**config.mk**
```make
export PLATFORM = sky130hd
export DESIGN_NAME = fetch_redirect_unit
export DESIGN_NICKNAME = d
export VERILOG_FILES = /design/src/rtl/fetch_redirect_unit.sv
export SDC_FILE = /design/constraint.sdc
export NUM_CORES = 1
export LEC_CHECK = 0
export BUFFER_PORTS_ARGS = -buffer_cell sky130_fd_sc_hd__buf_2
export CAP_MARGIN = 20
export CELL_PAD_IN_SITES_DETAIL_PLACEMENT = 1
export CELL_PAD_IN_SITES_GLOBAL_PLACEMENT = 2
export CORE_MARGIN = 3
export CORE_UTILIZATION = 32
export DETAILED_ROUTE_END_ITERATION = 10
export GPL_TIMING_DRIVEN = 0
export PLACE_DENSITY = 0.92
export SLEW_MARGIN = 20
export SYNTH_ARGS = -nofsm -noshare
export SYNTH_HDL_FRONTEND = slang
export SYNTH_SLANG_ARGS = --single-unit
```
**constraint.sdc**
```tcl
create_clock -name clock -period 5.6 [get_ports clock]
set_input_delay 0.56 -clock clock [delete_from_list [all_inputs] [get_ports clock]]
set_output_delay 0.56 -clock clock [all_outputs]
set_load 0.05 [all_outputs]
```
**src/rtl/fetch_redirect_unit.sv**
```systemverilog
// Instruction fetch / PC control: single-outstanding imem requests, redirect squash,
// and a registered stall-aware instruction output toward decode.
`timescale 1ns/1ps
module fetch_redirect_unit #(
  parameter int                       CORE         = 0,
  parameter int unsigned              DATA_WIDTH   = 32,
  parameter int unsigned              ADDRESS_BITS = 20,
  parameter logic [ADDRESS_BITS-1:0]  RESET_PC     = '0
) (
  input  logic                    clock,
  input  logic                    reset,
  input  logic                    start,
  input  logic                    stall,
  input  logic                    branch,
  input  logic [ADDRESS_BITS-1:0] branch_target,
  input  logic                    jalr,
  input  logic [ADDRESS_BITS-1:0] JALR_target,
  input  logic                    jal,
  input  logic [ADDRESS_BITS-1:0] jal_target,
  output logic                    imem_req_valid,
  output logic [ADDRESS_BITS-1:0] imem_req_addr,
  input  logic                    imem_req_ready,
  input  logic                    imem_rsp_valid,
  input  logic [DATA_WIDTH-1:0]   imem_rsp_data,
  output logic                    inst_valid,
  output logic [DATA_WIDTH-1:0]   instruction,
  output logic [ADDRESS_BITS-1:0] inst_PC
);

  if (CORE < 0) begin : g_core_range
  end

  typedef enum logic [1:0] {StIdle, StReq, StWait, StHold} state_e;

  state_e                  state_q, state_d;
  logic [ADDRESS_BITS-1:0] fetch_pc_q, fetch_pc_d;
  logic [ADDRESS_BITS-1:0] req_pc_q, req_pc_d;
  logic                    squash_q, squash_d;
  logic [DATA_WIDTH-1:0]   pend_data_q, pend_data_d;
  logic [ADDRESS_BITS-1:0] pend_pc_q, pend_pc_d;
  logic                    inst_valid_q, inst_valid_d;
  logic [DATA_WIDTH-1:0]   instruction_q, instruction_d;
  logic [ADDRESS_BITS-1:0] inst_pc_q, inst_pc_d;

  logic                    redirect;
  logic [ADDRESS_BITS-1:0] target_raw;
  logic [ADDRESS_BITS-1:0] target;

  assign redirect = (jalr | branch | jal) && (state_q != StIdle);

  always_comb begin
    target_raw = jal_target;
    if (jalr) begin
      target_raw = JALR_target;
    end else if (branch) begin
      target_raw = branch_target;
    end
    target = {target_raw[ADDRESS_BITS-1:2], 2'b00};
  end

  always_comb begin
    state_d       = state_q;
    fetch_pc_d    = fetch_pc_q;
    req_pc_d      = req_pc_q;
    squash_d      = squash_q;
    pend_data_d   = pend_data_q;
    pend_pc_d     = pend_pc_q;
    inst_valid_d  = inst_valid_q;
    instruction_d = instruction_q;
    inst_pc_d     = inst_pc_q;

    // Decode takes the held instruction at any edge where it is not stalling.
    if (inst_valid_q && !stall) begin
      inst_valid_d = 1'b0;
    end

    case (state_q)
      StIdle: begin
        if (start) begin
          state_d = StReq;
        end
      end
      StReq: begin
        if (imem_req_ready) begin
          req_pc_d   = fetch_pc_q;
          fetch_pc_d = fetch_pc_q + ADDRESS_BITS'(4);
          state_d    = StWait;
        end
      end
      StWait: begin
        if (imem_rsp_valid) begin
          if (squash_q) begin
            squash_d = 1'b0;
            state_d  = StReq;
          end else if (!inst_valid_q || !stall) begin
            inst_valid_d  = 1'b1;
            instruction_d = imem_rsp_data;
            inst_pc_d     = req_pc_q;
            state_d       = StReq;
          end else begin
            pend_data_d = imem_rsp_data;
            pend_pc_d   = req_pc_q;
            state_d     = StHold;
          end
        end
      end
      StHold: begin
        if (!stall) begin
          inst_valid_d  = 1'b1;
          instruction_d = pend_data_q;
          inst_pc_d     = pend_pc_q;
          state_d       = StReq;
        end
      end
      default: state_d = StIdle;
    endcase

    // Redirect overrides everything above; pending data is simply abandoned.
    if (redirect) begin
      fetch_pc_d    = target;
      inst_valid_d  = 1'b0;
      instruction_d = instruction_q;
      inst_pc_d     = inst_pc_q;
      case (state_q)
        StReq: begin
          if (imem_req_ready) begin
            state_d  = StWait;
            squash_d = 1'b1;
          end else begin
            state_d = StReq;
          end
        end
        StWait: begin
          if (imem_rsp_valid) begin
            squash_d = 1'b0;
            state_d  = StReq;
          end else begin
            squash_d = 1'b1;
            state_d  = StWait;
          end
        end
        StHold:  state_d = StReq;
        default: state_d = state_q;
      endcase
    end
  end

  always_ff @(posedge clock) begin
    if (reset) begin
      state_q       <= StIdle;
      fetch_pc_q    <= RESET_PC;
      req_pc_q      <= '0;
      squash_q      <= 1'b0;
      pend_data_q   <= '0;
      pend_pc_q     <= '0;
      inst_valid_q  <= 1'b0;
      instruction_q <= '0;
      inst_pc_q     <= '0;
    end else begin
      state_q       <= state_d;
      fetch_pc_q    <= fetch_pc_d;
      req_pc_q      <= req_pc_d;
      squash_q      <= squash_d;
      pend_data_q   <= pend_data_d;
      pend_pc_q     <= pend_pc_d;
      inst_valid_q  <= inst_valid_d;
      instruction_q <= instruction_d;
      inst_pc_q     <= inst_pc_d;
    end
  end

  assign imem_req_valid = (state_q == StReq);
  assign imem_req_addr  = fetch_pc_q;
  assign inst_valid     = inst_valid_q;
  assign instruction    = instruction_q;
  assign inst_PC        = inst_pc_q;

endmodule

```
-- Yosys cells after proc, flatten, opt, wreduce, memory -nomap -nowiden
Index checks and enable logic that the tools add are counted.
- word-level logic and storage cells: 82
- output and inout port bits: 74
- bits in registers: 148
- muxes and demuxes: 38
- eq/ne operators: 12
- bitwise operators: 5
- reductions and logical operators: 16
- add/subtract/negate cells: 1
- operator list (kind ; number):
    $mux 20 ; 9
    $mux 32 ; 4
    $pmux 32 s2 ; 1
    $pmux 20 s2 ; 1
    $add 20x3->20 const B ; 1
    $mux 2 ; 9
    $mux 1 ; 10
    $ne 3x3->1 const B ; 3
    $ne 2x2->1 const B ; 4
    $pmux 2 s4 ; 1
    $reduce_bool 2->1 ; 4
    $pmux 2 s3 ; 1
    $reduce_and 6->1 ; 1
    $reduce_and 5->1 ; 1
    $eq 2x2->1 const B ; 2
    $ne 4x2->1 const B ; 1
    $pmux 1 s2 ; 2
    $reduce_and 2->1 ; 2
    $reduce_and 4->1 ; 1
    $ne 3x1->1 const B ; 1
    $not 1->1 ; 3
    $eq 2x1->1 const B ; 1
    $logic_and 1x1->1 ; 2
    $logic_not 1->1 ; 2
    4 further kinds ; 5

-- Depth between registers and ports, before layout
- depth after elaboration: 7
- mapped depth: 10

-- Least setup slack after synthesis
OpenSTA, ideal clock, no wires.
- path type: register -> register
- from: reg state_q[1]
- to: reg fetch_pc_q[19], in the netlist imem_req_addr[19]
- clock period less this slack: 2.283 ns
- required time: 5.514 ns
- slack: 3.317 ns
- stages on the path, launching flop included: 9
- data arrival time: 2.198 ns
- cell sequence: dfxtp_1 inv_1 ha_1 buf_2 nand3_2 nor4_2 nand4_1 xor2_1 a211oi_1
- elaborated cells between the ends (all ways): 7
- classes of those cells: eq/ne: 1; mux: 1; reduce/logical: 5
- RTL lines (element ; RTL line ; text):
    start, declared ; 35 ; state_e state_q, state_d;
    start signal, assigned ; 150 ; state_q <= StIdle;
    start signal, assigned ; 160 ; state_q <= state_d;
    $eq 2x1->1 ; -- ;
    net imem_req_valid ; 20 ; output logic imem_req_valid,
    $reduce_bool 2->1 (no line) ; -- ;
    $reduce_and 2->1 (no line) ; -- ;
    end signal, assigned ; 161 ; fetch_pc_q <= fetch_pc_d;
    end, declared ; 36 ; logic [ADDRESS_BITS-1:0] fetch_pc_q, fetch_pc_d;
The timed path passes the listed nets, and every way through them passes these cells.
A chain may end at the register's enable or synchronous reset.

-- Worst setup path after layout
- from: reg state_q[0]
- to: reg pend_pc_q[16]
- word-level cells in the longest chain between the ends: 2
- ends and longest elaborated chain (element ; RTL line ; text):
    $eq 2x2->1 ; 77 ; case (state_q)
    $reduce_and 4->1 (no line) ; -- ;
    end signal, assigned ; 165 ; pend_pc_q <= pend_pc_d;
    end, declared ; 40 ; logic [ADDRESS_BITS-1:0] pend_pc_q, pend_pc_d;
No other way between the ends.

==> out/metrics.csv <==
stage,metric,value,unit
outcome,run status,completed,
floorplanning,Std-Cell Core Area,18900,um^2
min_path,worst hold endpoint,pend_data_q[31],
placement,estimated wirelength of the detail-placed design,14.2,mm
routing,via count normalized by instance count,4.88,
synthesis,cell types with the highest counts after synthesis,"150 x sky130_fd_sc_hd__nand2_1, 140 x sky130_fd_sc_hd__dfxtp_1, 81 x sky130_fd_sc_hd__a211oi_1",
sta,RSZ-0062 raised after global routing,no,
synthesis,number of synthesized flops with an enable pin,0,
routing,met2 wire length,8.76,mm
setup_path,worst r2r path cells,9,
placement,number of port buffers,161,
synthesis,cell count after synthesis,730,
synthesis,biggest area contributors in the synthesized netlist,"sky130_fd_sc_hd__dfxtp_1 45%, sky130_fd_sc_hd__mux2i_1 11%, sky130_fd_sc_hd__a211oi_1 9.8%",
synthesis,post-synth top area cell,sky130_fd_sc_hd__dfxtp_1,
clocking,setup fix buffers added after clock tree synthesis,0,
routing,DRC errors left,0,
min_path,worst hold path startpoint,imem_rsp_data[31],
grt,global-route total usage across every layer,17.8,%
clocking,H-tree Lvls,4,
sta,shortest period the worst path allows,2.30,ns
clocking,post-cts sizing count,0,
clocking,Clock Pin Slew Worst Setup and Hold Paths,0.06,ns
setup_path,CP required,5.95,ns
setup_path,Critical Path Source Type,flop,
floorplanning,height of the die,145,um
power,maximum VDD drop,0.198,mV
synthesis,main flop type after synthesis,sky130_fd_sc_hd__dfxtp_1,
synthesis,area of the mapped netlist,6200,um^2
setup_path,CP Capture Type,flop,
routing,"antenna viol nets, final",0,
finish,Final Net Count,1020,
grt,number of global-route vias before repair,5892,
routing,router iterations before antenna repair,4,
min_path,class of the most critical hold timing path,primary input to flop,
setup_path,Reg2Reg Launch Point,state_q[0],
routing,Initial DRC Count,213,
routing,M1 wire length,8.44,mm
sta,slew at the pin closest to its max-slew limit,0.803,ns
routing,met3 WL post-DR,1.21,mm
synthesis,Synth async-reset ratio,0,%
sta,tightest slew margin relative to the limit,46.5,%
clocking,cell at the root of the clock tree,sky130_fd_sc_hd__clkbuf_16,
sta,minimum setup slack in the final design,3.30,ns
grt,antenna violations before repair,0,
job,maxcap violations,0,
finish,area delta synth->final,29.7,%
synthesis,sequential element share of the synthesized area,45.2,%
synthesis,top-count cell post-synth,sky130_fd_sc_hd__nand2_1,
finish,Diodes inserted,0,
setup_path,R2R Path End,pend_pc_q[16],
routing,Final Routed Wirelength,18.7,mm
floorplanning,count of boundary I/O pins,175,
clocking,CTS tree,yes,
synthesis,Avg Synthesized Cell Area,8.49,um^2
sta,portion of the clock cycle consumed by the worst path in the final layout,41.1,%
synthesis,proportion of netlist area held by the largest area contributor,45.2,%
synthesis,total of warnings raised by yosys,0,
placement,gpl congestion,0.777,
setup_path,register-to-register setup slack,3.30,ns
power,total power per unit cell area,542,nW/um^2
routing,uppermost routed layer,met4,
min_path,hold path depth,3,
finish,share of final-layout standard cells stronger than drive strength 1,23.8,%
sta,final setup violation count,0,
placement,post-place setup slack,3.34,ns
clocking,number of buffers added to fix hold violations after cts,0,
routing,wire length per cell,15.8,um
clocking,CTS max path bufs,2,
grt,global-route congestion overflow total,0,
grt,wire length of the first global-routing pass,30.4,mm
sta,"Slew Viols, Final",0,
floorplanning,starting utilization of the core area,32.8,%
synthesis,register bit count reported by yosys,140,
sta,Fmax,434,MHz
clocking,clock tree sinks,140,
synthesis,Netlist cell types,36,
setup_path,category of the most critical setup path,flop to flop,
routing,routed vias,5779,
floorplanning,FP Rows,50,
sta,sum of negative setup slack,0,ns
setup_path,maximum fanout count along the critical path,10,
floorplanning,chip width,145,um
power,static power due to leakage,3.00,nW
floorplanning,area of the die,21100,um^2
sta,final hold violation count,0,
clocking,CTS buffer count,17,
setup_path,Critical Path AT,2.65,ns
sta,final worst clock skew,0.0113,ns
grt,pin count of the biggest net entering global routing,17,
clocking,latest clock arrival within the worst-skew pair,0.43,ns
[cell families after synthesis]
group                      after synthesis  synth area share, %
AOI/OAI and AO/OA                      169                 17.5
xor gates and xnor gates                13                 1.84
adders and majority gates                6                 1.21
buffers and inverters                   69                 5.11
DFF                                    140                 45.2
muxes                                   71                 11.5
other                                    1               0.0605
and+or+nand+nor                        261                 17.6
[placed cells by master, fill, tap and decap left out, types with 7 or more instances in the layout]
cell / n
sky130_fd_sc_hd__dfxtp_1: 140
sky130_fd_sc_hd__a211oi_1: 81
sky130_fd_sc_hd__buf_4: 11
sky130_fd_sc_hd__buf_2: 174
sky130_fd_sc_hd__clkbuf_1: 37
sky130_fd_sc_hd__nor2_1: 76
sky130_fd_sc_hd__bufinv_16: 7
sky130_fd_sc_hd__mux2i_1: 71
sky130_fd_sc_hd__a21oi_1: 72
sky130_fd_sc_hd__xor2_1: 7
sky130_fd_sc_hd__clkbuf_16: 17
sky130_fd_sc_hd__nand2_1: 150
[layout make-up]
cell class	instances	area, um^2
fill	2324	10900
multi-input combinational	524	3090
sequential	140	2800
timing repair buffer	161	806
clock buffer	20	457
tap	260	325
buffer	64	298
clock inverter	11	239
inverter	5	18.8
[state kept, by name, summed over array words and instances, names as in the netlist]
register / count
instruction: 32
pend_data_q: 32
imem_req_addr: 18
inst_PC: 18
pend_pc_q: 18
req_pc_q: 18
state_q: 2
inst_valid: 1
squash_q: 1
[through the flow]
| step | hold slack, ns | std cells | instance area, um^2 | power (mW) | utilization (%) |
|---|---|---|---|---|---|
| after floorplan | 0.436 | 733 | 6210 | 2.61 | - |
| after global placement | 0.441 | 1154 | 7340 | 3.04 | 38.8 |
| after detailed placement | 0.449 | 1154 | 7340 | 3.06 | 38.8 |
| after CTS | 0.371 | 1185 | 8040 | 4.40 | 42.5 |
| after global routing | 0.388 | 1185 | 8040 | 4.60 | 42.5 |
| final | 0.386 | 1185 | 8040 | 4.36 | 42.5 |
[power by group]
group	switching (mW)	leakage, nW	total (mW)	internal (mW)
logic	1.20	1.54	1.66	0.461
clock network	0.425	0.332	1.33	0.901
registers	0.179	1.13	1.37	1.20
[worst max-delay path: stages (launching register included)]
cell and delay (ns):
sky130_fd_sc_hd__dfxtp_1 0.42, sky130_fd_sc_hd__inv_1 0.09, sky130_fd_sc_hd__ha_1 0.19, sky130_fd_sc_hd__buf_2 0.16, sky130_fd_sc_hd__nand3b_1 0.19, sky130_fd_sc_hd__or2_2 0.15, sky130_fd_sc_hd__clkbuf_1 0.29, sky130_fd_sc_hd__clkbuf_1 0.41
sky130_fd_sc_hd__nand2_1 0.12, sky130_fd_sc_hd__a21oi_1 0.19
[how the worst max path moves through the flow]
stage	end	slack, ns	start
after floorplan	imem_req_addr[19]	3.32	state_q[1]
after global placement	pend_data_q[0]	3.40	state_q[0]
after detailed placement	pend_data_q[7]	3.34	state_q[0]
after CTS	pend_data_q[27]	3.27	state_q[0]
after global routing	pend_data_q[7]	3.08	state_q[0]
final	pend_pc_q[16]	3.30	state_q[0]
[metal layers]
layer  vias to the layer above  global-route usage, %
li1                       2893                      -
met1                      2694                   22.4
met2                       168                   29.8
met3                        24                   4.65
met4                         0                   6.13
met5                         -                      0
Power figures use the tool's default switching activity.
